**config.mk**
```make
export PLATFORM = sky130hd
export DESIGN_NAME = tick_generator
export DESIGN_NICKNAME = d
export VERILOG_FILES = /design/src/rtl/tick_gen_pkg.sv /design/src/rtl/tick_chan.sv /design/src/rtl/tick_generator.sv
export SDC_FILE = /design/constraint.sdc
export NUM_CORES = 1
export LEC_CHECK = 0
export BUFFER_PORTS_ARGS = -buffer_cell sky130_fd_sc_hd__buf_2
export CAP_MARGIN = 30
export CORE_AREA = 10 10 218 220
export DETAILED_ROUTE_END_ITERATION = 16
export DIE_AREA = 0 0 228 230
export PLACE_DENSITY_LB_ADDON = 0.12
export SLEW_MARGIN = 0
export SYNTH_ARGS = -nofsm -noshare
export SYNTH_HDL_FRONTEND = slang
export SYNTH_HIERARCHICAL = 1
export SYNTH_SLANG_ARGS = --single-unit
```
**constraint.sdc**
```tcl
create_clock -name clk -period 5.23 [get_ports clk]
set_input_delay 0.2615 -clock clk [delete_from_list [all_inputs] [get_ports clk]]
set_output_delay 0.2615 -clock clk [all_outputs]
set_load 0.01 [all_outputs]
```
**src/rtl/tick_gen_pkg.sv**
```systemverilog
// Shared constants and helpers for the programmable tick generator.
package tick_gen_pkg;

  typedef enum logic {
    MODE_PERIODIC = 1'b0,
    MODE_ONESHOT  = 1'b1
  } mode_e;

  localparam int DEF_PERIOD_1S = 20_000_000;

  // A single channel still needs a 1-bit index so the port never collapses to zero width.
  function automatic int ch_idx_width(input int n);
    return (n <= 1) ? 1 : $clog2(n);
  endfunction

endpackage

```
**src/rtl/tick_chan.sv**
```systemverilog
// One tick channel: counter, active/shadow period and mode, run flag, tick pulse and square wave.
module tick_chan
  import tick_gen_pkg::*;
#(
  parameter int PERIOD_W   = 27,
  parameter int DEF_PERIOD = DEF_PERIOD_1S,
  parameter bit AUTO_START = 1'b0
) (
  input  logic                clk,
  input  logic                rst,
  input  logic                cfg_we,
  input  logic [PERIOD_W-1:0] cfg_period,
  input  logic                cfg_oneshot,
  input  logic                start,
  input  logic                stop,
  output logic                tick,
  output logic                sq,
  output logic                running
);

  logic [PERIOD_W-1:0] cnt;
  logic [PERIOD_W-1:0] act_period;
  logic [PERIOD_W-1:0] shadow_period;
  mode_e               act_mode;
  mode_e               shadow_mode;

  logic [PERIOD_W-1:0] last_cnt;
  logic [PERIOD_W-1:0] next_period;
  mode_e               next_mode;
  logic                wrap;

  // A write landing on a start/wrap edge bypasses the shadow so it takes effect immediately.
  always_comb begin
    last_cnt    = (act_period == '0) ? '0 : act_period - PERIOD_W'(1);
    next_period = cfg_we ? cfg_period : shadow_period;
    next_mode   = cfg_we ? mode_e'(cfg_oneshot) : shadow_mode;
    wrap        = running && (cnt == last_cnt);
  end

  always_ff @(posedge clk) begin
    if (rst) begin
      cnt           <= '0;
      tick          <= 1'b0;
      sq            <= 1'b0;
      running       <= AUTO_START;
      act_period    <= PERIOD_W'(DEF_PERIOD);
      shadow_period <= PERIOD_W'(DEF_PERIOD);
      act_mode      <= MODE_PERIODIC;
      shadow_mode   <= MODE_PERIODIC;
    end else begin
      if (cfg_we) begin
        shadow_period <= cfg_period;
        shadow_mode   <= mode_e'(cfg_oneshot);
      end

      // Priority: stop, then start/restart, then the normal count/wrap.
      if (stop) begin
        running <= 1'b0;
        cnt     <= '0;
        tick    <= 1'b0;
      end else if (start) begin
        running    <= 1'b1;
        cnt        <= '0;
        tick       <= 1'b0;
        act_period <= next_period;
        act_mode   <= next_mode;
      end else if (wrap) begin
        cnt        <= '0;
        tick       <= 1'b1;
        sq         <= ~sq;
        act_period <= next_period;
        act_mode   <= next_mode;
        if (act_mode == MODE_ONESHOT) begin
          running <= 1'b0;
        end
      end else if (running) begin
        cnt  <= cnt + PERIOD_W'(1);
        tick <= 1'b0;
      end else begin
        tick <= 1'b0;
      end
    end
  end

endmodule

```
**src/rtl/tick_generator.sv**
```systemverilog
// Multi-channel programmable tick/enable generator; the top only decodes config writes per channel.
module tick_generator
  import tick_gen_pkg::*;
#(
  parameter int N_CH       = 4,
  parameter int PERIOD_W   = 27,
  parameter int DEF_PERIOD = DEF_PERIOD_1S,
  parameter int AUTO_START = 0
) (
  input  logic                           clk,
  input  logic                           rst,
  input  logic                           cfg_we,
  input  logic [ch_idx_width(N_CH)-1:0]  cfg_ch,
  input  logic [PERIOD_W-1:0]            cfg_period,
  input  logic                           cfg_oneshot,
  input  logic [N_CH-1:0]                start,
  input  logic [N_CH-1:0]                stop,
  output logic [N_CH-1:0]                tick,
  output logic [N_CH-1:0]                sq,
  output logic [N_CH-1:0]                running
);

  localparam int CH_W = ch_idx_width(N_CH);

  logic [N_CH-1:0] chan_we;

  // Indices >= N_CH match no channel, so such writes are silently dropped.
  for (genvar gi = 0; gi < N_CH; gi++) begin : g_chan
    assign chan_we[gi] = cfg_we && (cfg_ch == CH_W'(gi));

    tick_chan #(
      .PERIOD_W   (PERIOD_W),
      .DEF_PERIOD (DEF_PERIOD),
      .AUTO_START (AUTO_START != 0)
    ) u_chan (
      .clk         (clk),
      .rst         (rst),
      .cfg_we      (chan_we[gi]),
      .cfg_period  (cfg_period),
      .cfg_oneshot (cfg_oneshot),
      .start       (start[gi]),
      .stop        (stop[gi]),
      .tick        (tick[gi]),
      .sq          (sq[gi]),
      .running     (running[gi])
    );
  end

endmodule

```
==> flow_summary_export.csv <==
group,metric,value,unit
critical_path,slowest_delay,560,ps
logic_synthesis,ys_types,75,
logic_synthesis,synthTopCellsByArea,"dfxtp_1, xor2_1, nor2_1",
floorplanning,core,42900,um2
detailed_routing,ant_nets,0,
timing,grt_setup_unrepaired,"false",
detailed_routing,firstDrtPassIters,5,
critical_path,critPathLaunch,"g_chan[2].u_chan/act_period[0]$_SDFFE_PP0P_",
clock_network,cts_root_buf,"clkbuf_16",
timing,tns,0,ps
global_route,grt_first_pass_wirelength,78300,um
clock_network,cts_tree,"yes",
final_layout,n_antenna_cell,0,
floorplanning,die_y,230,um
floorplanning,ios,53,
logic_synthesis,synth_top_area_frac,0.358,
logic_synthesis,synth_area_per_cell,9.07,um2
floorplanning,die_width,228,um
hold_path,hp-start,"stop[0]",
final_layout,drive_gt1_frac,0.139,
detailed_routing,vias,15000,
logic_synthesis,synth_warnings,6,
critical_path,cp.arrival,4990,ps
timing,slew_headroom,0.399,
global_route,grt_overflow_total,0,
logic_synthesis,synth-seq-cells,344,
critical_path,critPathCaptureType,"flop",
timing,fmax,220,MHz
global_route,grt_pass1_vias,14400,
detailed_routing,drt-total-wl,48700,um
logic_synthesis,synthArstFlopShare,0,
logic_synthesis,synth_edf_count,0,
floorplanning,initial_utilization,0.449,
clock_network,cts_buffers,39,
timing,hold_viol,0,
job,drv_cap,0,
logic_synthesis,synth_nets,2170,
logic_synthesis,netlist_instances,2121,
power,max-vdd-ir-drop,0.182,mV
logic_synthesis,synth_ff_type,"dfxtp_1",
power,leakage,7.32,nW
critical_path,crit_top_cell,"o32a_1",
timing,finalCritPeriodShare,0.868,
timing,drv_slew,0,
critical_path,cp_cell_sequence,"inv_1 -> ha_1 -> nor4b_1 -> nand3_1 -> xor2_1 -> o32a_1 -> o32a_1 -> or2_2 -> nor4b_2 -> nand4_2 -> a21oi_4 -> buf_4 -> mux2_2",
global_route,grt_max_degree,95,
logic_synthesis,synth.yosys.seq_area_share,0.358,
final_layout,areaGrowthSynthToFinish,9.98,%
critical_path,cp-start-kind,"flop",
critical_path,r2r-start,"g_chan[2].u_chan/act_period[0]$_SDFFE_PP0P_",
floorplanning,rows,76,
clock_network,clk_pin_slew_worst_paths,60,ps
final_layout,num-nets-final,2161,
logic_synthesis,synth_common_cells,"dfxtp_1, nor2_1, xor2_1, nor2b_1, nand2_1",
detailed_routing,drt_iter0_drc,956,
timing,fin_crit,4540,ps
global_route,track_usage,0.181,
global_route,antenna_found_initial,0,
timing,clock_skew,13.9,ps
logic_synthesis,synth_area,19200,um2
detailed_routing,routedWlPerCell,17.9,um
run_status,outcome,"complete, no violations",
logic_synthesis,yosysTopAreaCell,"dfxtp_1",
detailed_routing,avgViaCountPerCell,5.50,
hold_path,hold_path_class,"input pin to flop",
timing,worstMarginPinSlew,902,ps
critical_path,critPathKind,"flop to flop",
critical_path,crit_required,5680,ps
clock_network,cts.sinks,344,
detailed_routing,drc,0,
timing,setup_viol,0,
clock_network,clock_latency,560,ps
power,power,6.05,mW
logic_synthesis,synth.most_common_cell,"dfxtp_1",
timing,hold_slack,67.0,ps
place,place_ws,725,ps
final_layout,final_util,0.493,
critical_path,cp_max_fo,28,
critical_path,crit_slowest_cell,"nor4b_1",
place,hpwl,34600,um
clock_network,clockBufferDepth,3,
place,portBuffers,52,
power,powerDensity,286,nW/um2
timing,fin_ws,691,ps
floorplanning,dieArea,52400,um2
place,gp_congestion,0.877,
clock_network,htree_levels,2,
==> cell usage in the layout, fill, tap and decap left out, drive strengths merged, types with 10 or more instances in the layout <==
| master | count |
|---|---|
| or4 | 26 |
| xnor3 | 10 |
| xnor2 | 84 |
| a211o | 32 |
| nand3 | 41 |
| o21a | 14 |
| nand2 | 102 |
| nor3b | 19 |
| o41ai | 12 |
| xor2 | 134 |
| inv | 29 |
| o32a | 12 |
| or3 | 22 |
| buf | 67 |
| o21ai | 20 |
| mux2i | 88 |
| dfxtp | 344 |
| and3 | 30 |
| o32ai | 10 |
| mux2 | 119 |
| nand4 | 61 |
| nor3 | 89 |
| a21oi | 29 |
| nor2b | 112 |
| a31oi | 14 |
| clkbuf | 56 |
| and4 | 20 |
| or2 | 63 |
| nor2 | 291 |
| nor4 | 45 |
==> layout make-up <==
type / count / area (um2)
clock buffers: 56 / 1120
clock inverters: 13 / 215
fillers: 4074 / 21700
inverters: 29 / 109
multi-input cells: 1627 / 11700
flip-flops and latches: 344 / 6890
well taps: 585 / 732
repair buffers: 71 / 432
==> where the power goes <==
part	leakage, nW	internal (mW)	total [mW]	switching (mW)
Combinational	3.88	0.173	0.422	0.249
Clock	0.659	1.78	2.90	1.11
Sequential	2.79	2.68	2.72	0.0472
==> state kept, by name, summed over array words and instances, names as in the netlist <==
register	cells
g_chan.u_chan/cnt	108
g_chan.u_chan/act_mode	4
g_chan.u_chan/running	4
g_chan.u_chan/shadow_mode	4
g_chan.u_chan/sq	4
g_chan.u_chan/shadow_period	108
g_chan.u_chan/tick	4
g_chan.u_chan/act_period	108
==> critical path: cells and delay by family, from the launching register on <==
family / cells / cell delay, ps
simple gates: 5 / 1930
fa+ha+maj: 1 / 220
buf+inv: 2 / 480
compound gates: 3 / 730
xor+xnor: 1 / 290
flops: 1 / 350
mux: 1 / 380
==> timing repair <==
action,in CTS,in global routing
buffers inserted,0,0
gates resized for setup,0,0
hold buffers,4,0
endpoints found under the hold margin,8,0
==> through the flow <==
stage               instance area [um2]  std cells
floorplan                         19200       2121
global placement                  19800       2651
detailed placement                19800       2651
CTS                               21100       2724
global route                      21200       2725
finish                            21200       2725
==> layer usage <==
layer  vias to the layer above  GRT usage  wire length (um)
met4                         0     0.0506               847
met2                       210      0.291             22000
met3                        58     0.0289              1890
met1                      7205      0.246             23900
met5                         -          0                 0
li1                       7514          -                 -
==> cell families (layout without fill, tap and decap cells) <==
group,count (synthesis),after routing,synth area share
compound gates,212,212,0.0862
mux,207,207,0.119
flops,344,344,0.358
fa+ha+maj,8,8,0.00520
simple gates,968,968,0.279
buf+inv,150,169,0.0363
xor+xnor,232,232,0.116
==> final timing paths <==
check                           cells after the start  slack (ps)                                            to
worst max-delay path                               13         690  g_chan[2].u_chan/act_period[26]$_SDFFE_PP0P_
worst min-delay path                                3          70         g_chan[0].u_chan/running$_SDFFE_PP0P_
worst max register to register                     13         690  g_chan[2].u_chan/act_period[26]$_SDFFE_PP0P_
worst min register to register                      1         450         g_chan[0].u_chan/running$_SDFFE_PP0P_
(Power assumes the default switching activity.)
